===== config.mk =====
export PLATFORM = sky130hd
export DESIGN_NAME = alu_share_arbiter
export DESIGN_NICKNAME = d
export VERILOG_FILES = /design/src/rtl/alu_share_arbiter.sv
export SDC_FILE = /design/constraint.sdc
export NUM_CORES = 1
export LEC_CHECK = 0
export BUFFER_PORTS_ARGS = -buffer_cell sky130_fd_sc_hd__buf_2
export CORE_AREA = 2 2 123 125
export DETAILED_ROUTE_END_ITERATION = 10
export DIE_AREA = 0 0 125 127
export GPL_TIMING_DRIVEN = 0
export HOLD_SLACK_MARGIN = 0.06
export MAX_ROUTING_LAYER = met4
export PLACE_DENSITY = 0.78
export SLEW_MARGIN = 15
export SYNTH_ARGS = -nofsm -noshare
export SYNTH_HDL_FRONTEND = slang
export SYNTH_SLANG_ARGS = --single-unit

===== constraint.sdc =====
create_clock -name Clk -period 2.5 [get_ports Clk]
set_input_delay 0.25 -clock Clk [delete_from_list [all_inputs] [get_ports Clk]]
set_output_delay 0.25 -clock Clk [all_outputs]
set_load 0.005 [all_outputs]

===== src/rtl/alu_share_arbiter.sv =====
// Round-robin sharing of one combinational ALU between the EX stage (port 0) and the aux unit (port 1).
// Grants in IDLE, drives the latched operands through EXEC, and holds a registered result in RESP.
module alu_share_arbiter #(
  parameter int                 WIDTH      = 32,
  parameter int                 CTRL_W     = 4,
  parameter logic [CTRL_W-1:0]  MUL_CODE   = CTRL_W'(2),
  parameter int                 MUL_CYCLES = 2
) (
  input  logic              Clk,
  input  logic              Reset_n,
  input  logic              req0_valid,
  output logic              req0_ready,
  input  logic [CTRL_W-1:0] req0_ctrl,
  input  logic [WIDTH-1:0]  req0_a,
  input  logic [WIDTH-1:0]  req0_b,
  output logic              rsp0_valid,
  input  logic              rsp0_ready,
  output logic [WIDTH-1:0]  rsp0_result,
  output logic              rsp0_zero,
  input  logic              req1_valid,
  output logic              req1_ready,
  input  logic [CTRL_W-1:0] req1_ctrl,
  input  logic [WIDTH-1:0]  req1_a,
  input  logic [WIDTH-1:0]  req1_b,
  output logic              rsp1_valid,
  input  logic              rsp1_ready,
  output logic [WIDTH-1:0]  rsp1_result,
  output logic              rsp1_zero,
  output logic [CTRL_W-1:0] alu_control,
  output logic [WIDTH-1:0]  alu_a,
  output logic [WIDTH-1:0]  alu_b,
  input  logic [WIDTH-1:0]  alu_result,
  input  logic              alu_zero,
  output logic              busy
);

  localparam logic [1:0] S_IDLE = 2'd0;
  localparam logic [1:0] S_EXEC = 2'd1;
  localparam logic [1:0] S_RESP = 2'd2;

  localparam int               CNT_W    = (MUL_CYCLES > 1) ? $clog2(MUL_CYCLES) : 1;
  localparam logic [CNT_W-1:0] MUL_LOAD = CNT_W'(MUL_CYCLES - 1);

  logic [1:0]        r_state;
  logic              r_last_grant;
  logic              r_id;
  logic [CNT_W-1:0]  r_cnt;
  logic [CTRL_W-1:0] r_ctrl;
  logic [WIDTH-1:0]  r_a;
  logic [WIDTH-1:0]  r_b;
  logic [WIDTH-1:0]  r_res;
  logic              r_zero;

  logic              w_idle;
  logic              w_any_valid;
  logic              w_grant_id;
  logic [CTRL_W-1:0] w_sel_ctrl;
  logic              w_rsp_hs;

  assign w_idle      = (r_state == S_IDLE);
  assign w_any_valid = req0_valid | req1_valid;
  // On a tie the requester that was not served last wins; otherwise whoever is valid.
  assign w_grant_id  = (req0_valid & req1_valid) ? ~r_last_grant : req1_valid;
  assign w_sel_ctrl  = w_grant_id ? req1_ctrl : req0_ctrl;

  assign req0_ready = Reset_n & w_idle & req0_valid & ~w_grant_id;
  assign req1_ready = Reset_n & w_idle & req1_valid &  w_grant_id;

  assign rsp0_valid  = (r_state == S_RESP) & ~r_id;
  assign rsp1_valid  = (r_state == S_RESP) &  r_id;
  assign rsp0_result = rsp0_valid ? r_res : '0;
  assign rsp1_result = rsp1_valid ? r_res : '0;
  assign rsp0_zero   = rsp0_valid & r_zero;
  assign rsp1_zero   = rsp1_valid & r_zero;
  assign w_rsp_hs    = (rsp0_valid & rsp0_ready) | (rsp1_valid & rsp1_ready);

  assign alu_control = r_ctrl;
  assign alu_a       = r_a;
  assign alu_b       = r_b;
  assign busy        = ~w_idle;

  always_ff @(posedge Clk or negedge Reset_n) begin
    if (!Reset_n) begin
      r_state      <= S_IDLE;
      r_last_grant <= 1'b1;
      r_id         <= 1'b0;
      r_cnt        <= '0;
      r_ctrl       <= '0;
      r_a          <= '0;
      r_b          <= '0;
      r_res        <= '0;
      r_zero       <= 1'b0;
    end else begin
      case (r_state)
        S_IDLE: begin
          if (w_any_valid) begin
            r_id    <= w_grant_id;
            r_ctrl  <= w_sel_ctrl;
            r_a     <= w_grant_id ? req1_a : req0_a;
            r_b     <= w_grant_id ? req1_b : req0_b;
            r_cnt   <= (w_sel_ctrl == MUL_CODE) ? MUL_LOAD : '0;
            r_state <= S_EXEC;
          end
        end
        S_EXEC: begin
          if (r_cnt == '0) begin
            r_res   <= alu_result;
            r_zero  <= alu_zero;
            r_state <= S_RESP;
          end else begin
            r_cnt <= r_cnt - 1'b1;
          end
        end
        S_RESP: begin
          if (w_rsp_hs) begin
            r_last_grant <= r_id;
            r_state      <= S_IDLE;
          end
        end
        default: r_state <= S_IDLE;
      endcase
    end
  end

endmodule

# After elaboration in Yosys (flattened, before gate mapping)
# Index checks and enable logic that the tools add are counted.
dict set report word_totals {
  register_bits 106
  latch_bits 0
  ram_bits 0
  mem_bits_ro 0
  elab_cells 56
  mem_count 0
}
dict set report classes {
  addsub 1
  mul 0
  n_div 0
  n_lt_le_gt_ge 0
  eq_ne 6
  shifts 0
  muxes 14
  bitwise_logic 19
  n_reduce_logical 7
}
# op count
set op_table {}
lappend op_table {{2-to-1 mux 32 bit} 4}
lappend op_table {{bitwise AND 1 bit} 12}
lappend op_table {{AND reduction 2 bit} 4}
lappend op_table {{2-to-1 mux 2 bit} 3}
lappend op_table {{case mux 2 bit (3 select lines)} 1}
lappend op_table {{inverter 1 bit} 5}
lappend op_table {{equality test 4 x 2 -> 1 bit (second input constant)} 1}
lappend op_table {{2-to-1 mux 1 bit} 4}
lappend op_table {{2-to-1 mux 4 bit} 1}
lappend op_table {{!= test 2 bit (second input constant)} 2}
lappend op_table {{AND reduction 3 bit} 1}
lappend op_table {{equality test 2 x 1 -> 1 bit (second input constant)} 1}
lappend op_table {{equality test 2 bit (second input constant)} 1}
lappend op_table {{zero test 2 bit} 1}
lappend op_table {{!= test 2 x 1 -> 1 bit (second input constant)} 1}
lappend op_table {{bitwise OR 1 bit} 2}
lappend op_table {{case mux 1 bit (2 select lines)} 1}
lappend op_table {{nonzero test 2 bit} 1}
lappend op_table {{subtractor 1 bit (second input constant)} 1}

# Longest topological paths before layout
dict set report depth {
  ltp_word 7
  ltp_mapped 5
  mapped_depth_nobuf 3
}

# Worst setup path before layout
# OpenSTA, ideal clock, no wires.
dict set report synth_timing {
  path_type {register to register}
  from {register r_state[0]}
  to {register r_b[11], in the netlist alu_b[11]}
  arrival_time_ps 1481
  path_slack_ps 894
  stages_incl_launch_ff 6
  n_path_buf 2
  synth_period_minus_slack_ps 1606
  path_cell_list {dfrtp_1 -> nor2_1 -> o21a_1 -> buf_2 -> buf_2 -> mux2_2}
}
dict set report synth_between {
  elab_chain_cells 2
}
# item line_no
set synth_rtl {}
lappend synth_rtl {{from (decl)} 44} ;# logic [1:0] r_state;
lappend synth_rtl {{from (signal assigned)} 84} ;# r_state <= S_IDLE;
lappend synth_rtl {{from (signal assigned)} 102} ;# r_state <= S_EXEC;
lappend synth_rtl {{from (signal assigned)} 109} ;# r_state <= S_RESP;
lappend synth_rtl {{zero test 2 bit} 94} ;# case (r_state)
lappend synth_rtl {{AND reduction 2 bit (no source line)} --}
lappend synth_rtl {{to (signal assigned)} 100} ;# r_b <= w_grant_id ? req1_b : req0_b;
lappend synth_rtl {{to (decl)} 50} ;# logic [WIDTH-1:0] r_b;
# No other way between the ends.
# A chain may end at the register's enable or synchronous reset.

# Worst setup path in the final report
dict set report layout_timing {
  from {register r_state[1]}
  to {output rsp1_result[29]}
}
dict set report layout_between {
  elab_chain_cells 3
}
# item line_no
set layout_rtl {}
lappend layout_rtl {{equality test 2 bit} 70} ;# assign rsp1_valid = (r_state == S_RESP) & r_id;
lappend layout_rtl {{bitwise AND 1 bit} 70}
lappend layout_rtl {{2-to-1 mux 32 bit} 72} ;# assign rsp1_result = rsp1_valid ? r_res : '0;
lappend layout_rtl {{to (decl)} 27} ;# output logic [WIDTH-1:0] rsp1_result,
# No other way between the ends.

==> results.json <==
{
  "num_antenna_cells": 0,
  "use_met3_pct": 2.93,
  "num_rows": 44,
  "drt-pass1-iter-count": 4,
  "syn_area_mm2": 0.00528,
  "synth_area_leader_cell": "dfrtp_1",
  "dp_hpwl_um": 11000,
  "report.final.slew_viol_count": 0,
  "drtAntennaViolNets": 0,
  "grt_pass1_vias": 4196,
  "gp_congestion": 0.780,
  "ir_worst_vdd_mv": 0.492,
  "drtIter0Drc": 125,
  "nets": 896,
  "clk_path_buf_depth": 2,
  "required_ps": 2250,
  "io_pins": 314,
  "wl_per_cell_um": 15.4,
  "critPathTopFamily": "simple AND/OR/NAND/NOR gates",
  "period_share_pct": 89.6,
  "critPathLaunchType": "register",
  "grt_usage_pct": 17.7,
  "finalClockSkew_ps": 11.1,
  "worstHoldPathType": "input port to register",
  "cts_buffers": 9,
  "drt-total-wl_um": 14000,
  "yosys_warnings": 0,
  "detailedPlace.worstSlack_ps": 373,
  "met2_usage_pct": 30.1,
  "worst_setup_path_end_kind": "primary output",
  "tns_ps": 0,
  "layout_min_cycle_time_ps": 2240,
  "fmax_mhz": 446,
  "clkLatencyLatePin_ps": 350,
  "ys_seq_area_share_pct": 50.3,
  "yosys-top-cells-area": "dfrtp_1, mux2_2, and2_1",
  "grt_pass1_wl_um": 21600,
  "synth_nets": 570,
  "clock-sinks": 106,
  "start_util_pct": 36.6,
  "syn2layout_area_growth_pct": 41.7,
  "htree_num_levels": 3,
  "max_stage_delay_ps": 460,
  "synth.distinct_cells": 24,
  "post_cts_buffers": 0,
  "syn_avg_cell_area_um2": 13.4,
  "ys_ff_latch": 106,
  "cp_max_fo": 10,
  "placed_cells": 893,
  "power_w": 0.00817,
  "cts_tree": "yes",
  "vias": 4242,
  "die_x_um": 125,
  "drive_gt1_share_pct": 71.9,
  "antenna_found_initial": 0,
  "critPathBufInv": 3,
  "vias_per_cell": 4.66,
  "setup_ws_ps": 259,
  "grt.overflow.total": 0,
  "drcViolationCount": 0,
  "grt_max_degree": 57,
  "leakage_nw": 3.78,
  "netlist.area_leader.share_pct": 49.8,
  "worst_pin_slew_ps": 592,
  "power.density_mw_per_mm2": 1090,
  "rsz0062_at_grt": "no",
  "synth_cells": 395,
  "die_area_mm2": 0.0159,
  "clock-root-buffer": "clkbuf_16",
  "path_cells": "inv_1, nor3_2, clkbuf_1, and2_1, buf_2",
  "chipHeight_um": 127,
  "arrival_ps": 1990,
  "hold_viol_final": 0,
  "relSlewSlack_pct": 60.3,
  "fill_cells": 1299,
  "worstSetupPathType": "register to primary output",
  "met1_usage_pct": 21.0,
  "post_layout_nonfiller_instances": 910,
  "path_clk_slew_ps": 70,
  "post-route-util_pct": 51.8,
  "drv_cap": 0,
  "setup-violations-final": 0,
  "core-area_mm2": 0.0144,
  "critPathSlowestCell": "dfrtp_1",
  "gr-max-usage-layer": "met2",
  "outcome": "finished clean",
  "port_buffers": 313
}
## through the flow
| stage | instance area [um^2] | hold WS (ps) |
|---|---|---|
| 2_1_floorplan | 5280 | -45.6 |
| 3_3_place_gp | 7070 | 482 |
| 3_5_place_dp | 7110 | 246 |
| 4_1_cts | 7480 | 112 |
| 5_1_grt | 7480 | 114 |
| 6_report | 7480 | 126 |
## cells in the mapped netlist
library cell  instances
dfstp_2               1
and3_1                1
dfrtp_1             105
buf_2                10
a22o_1                1
buf_4                 9
nor3_2                1
nor4bb_1              1
a31o_2                2
nand3_1               1
nor2_1                2
mux2_2              167
a21boi_0              1
nor3b_1               1
nand2_1               2
and2_1               66
inv_1                 5
a32oi_1               1
o21a_1                1
nor3_1                4
mux2i_1               2
nand2b_1              1
clkbuf_1              6
o21ai_0               4
## logic make-up after synthesis
| group | after synthesis | share of synthesized area, % |
|---|---|---|
| compound gates | 10 | 1.33 |
| buf+inv | 30 | 3.01 |
| flops | 106 | 50.3 |
| mux | 169 | 36.0 |
| simple gates | 80 | 9.34 |
## placed cells by master, fill, tap and decap left out, drive strengths merged
master / instances
dfstp: 1
and2: 66
nor3b: 1
clkinv: 1
a21boi: 1
a22o: 1
dfrtp: 105
nor3: 5
o21ai: 4
nor4bb: 1
nand3: 1
clkbuf: 19
nand2: 2
nor2: 2
mux2: 167
a32oi: 1
nand2b: 1
o21a: 1
dlygate4sd3: 1
a31o: 2
buf: 333
bufinv: 2
mux2i: 2
and3: 1
inv: 5
## final timing paths
kind / endpoint / slack, ps / cells after the start / from
worst max-delay path: rsp1_result[29] / 260 / 5 / r_state[1]$_DFFE_PN0P_
worst min-delay path: r_res[25]$_DFFE_PN0P_ / 130 / 2 / alu_result[25]
worst max register to register: alu_a[30]$_DFFE_PN0P_ / 580 / 5 / r_last_grant$_DFFE_PN1P_
worst min register to register: alu_b[15]$_DFFE_PN0P_ / 500 / 1 / alu_b[15]$_DFFE_PN0P_
max in group asynchronous: alu_b[7]$_DFFE_PN0P_ / 1420 / 3 / Reset_n
min in group asynchronous: r_res[11]$_DFFE_PN0P_ / 430 / 2 / Reset_n
## power breakdown
group	switching (W)	leakage, nW	internal [W]
clock	0.000633	0.172	0.000990
sequential	0.000503	1.24	0.00261
combinational	0.00140	2.37	0.00203
## state kept, by name (all words and copies together), names as in the netlist
| register | cells |
|---|---|
| alu_a | 32 |
| alu_b | 32 |
| r_res | 32 |
| alu_control | 4 |
| r_state | 2 |
| r_cnt | 1 |
| r_id | 1 |
| r_last_grant | 1 |
| r_zero | 1 |
## area by class of cell
| cell class | count | area (um^2) | share of cell area [%] |
|---|---|---|---|
| Timing Repair Buffer | 315 | 1610 | 21.5 |
| Inverter | 5 | 18.8 | 0.251 |
| Sequential cell | 106 | 2650 | 35.5 |
| Clock inverter | 3 | 68.8 | 0.921 |
| Tap cell | 184 | 230 | 3.08 |
| Clock buffer | 13 | 280 | 3.75 |
| Multi-Input combinational cell | 259 | 2470 | 33.1 |
| Buffer | 25 | 140 | 1.87 |
## routing by layer
| layer | vias up | part of all wire, % |
|---|---|---|
| met5 | - | 0 |
| met4 | 0 | 2.6 |
| met3 | 26 | 5.2 |
| met2 | 163 | 51 |
| met1 | 2029 | 41 |
| li1 | 2024 | - |
## repair_timing
action / in CTS / in global routing
resized for setup: 2 / 0
setup endpoints to repair: 22 / 0
hold buffers: 1 / 0
endpoints found under the hold margin: 52 / 0
No activity file was read; power rests on OpenSTA's default activity.
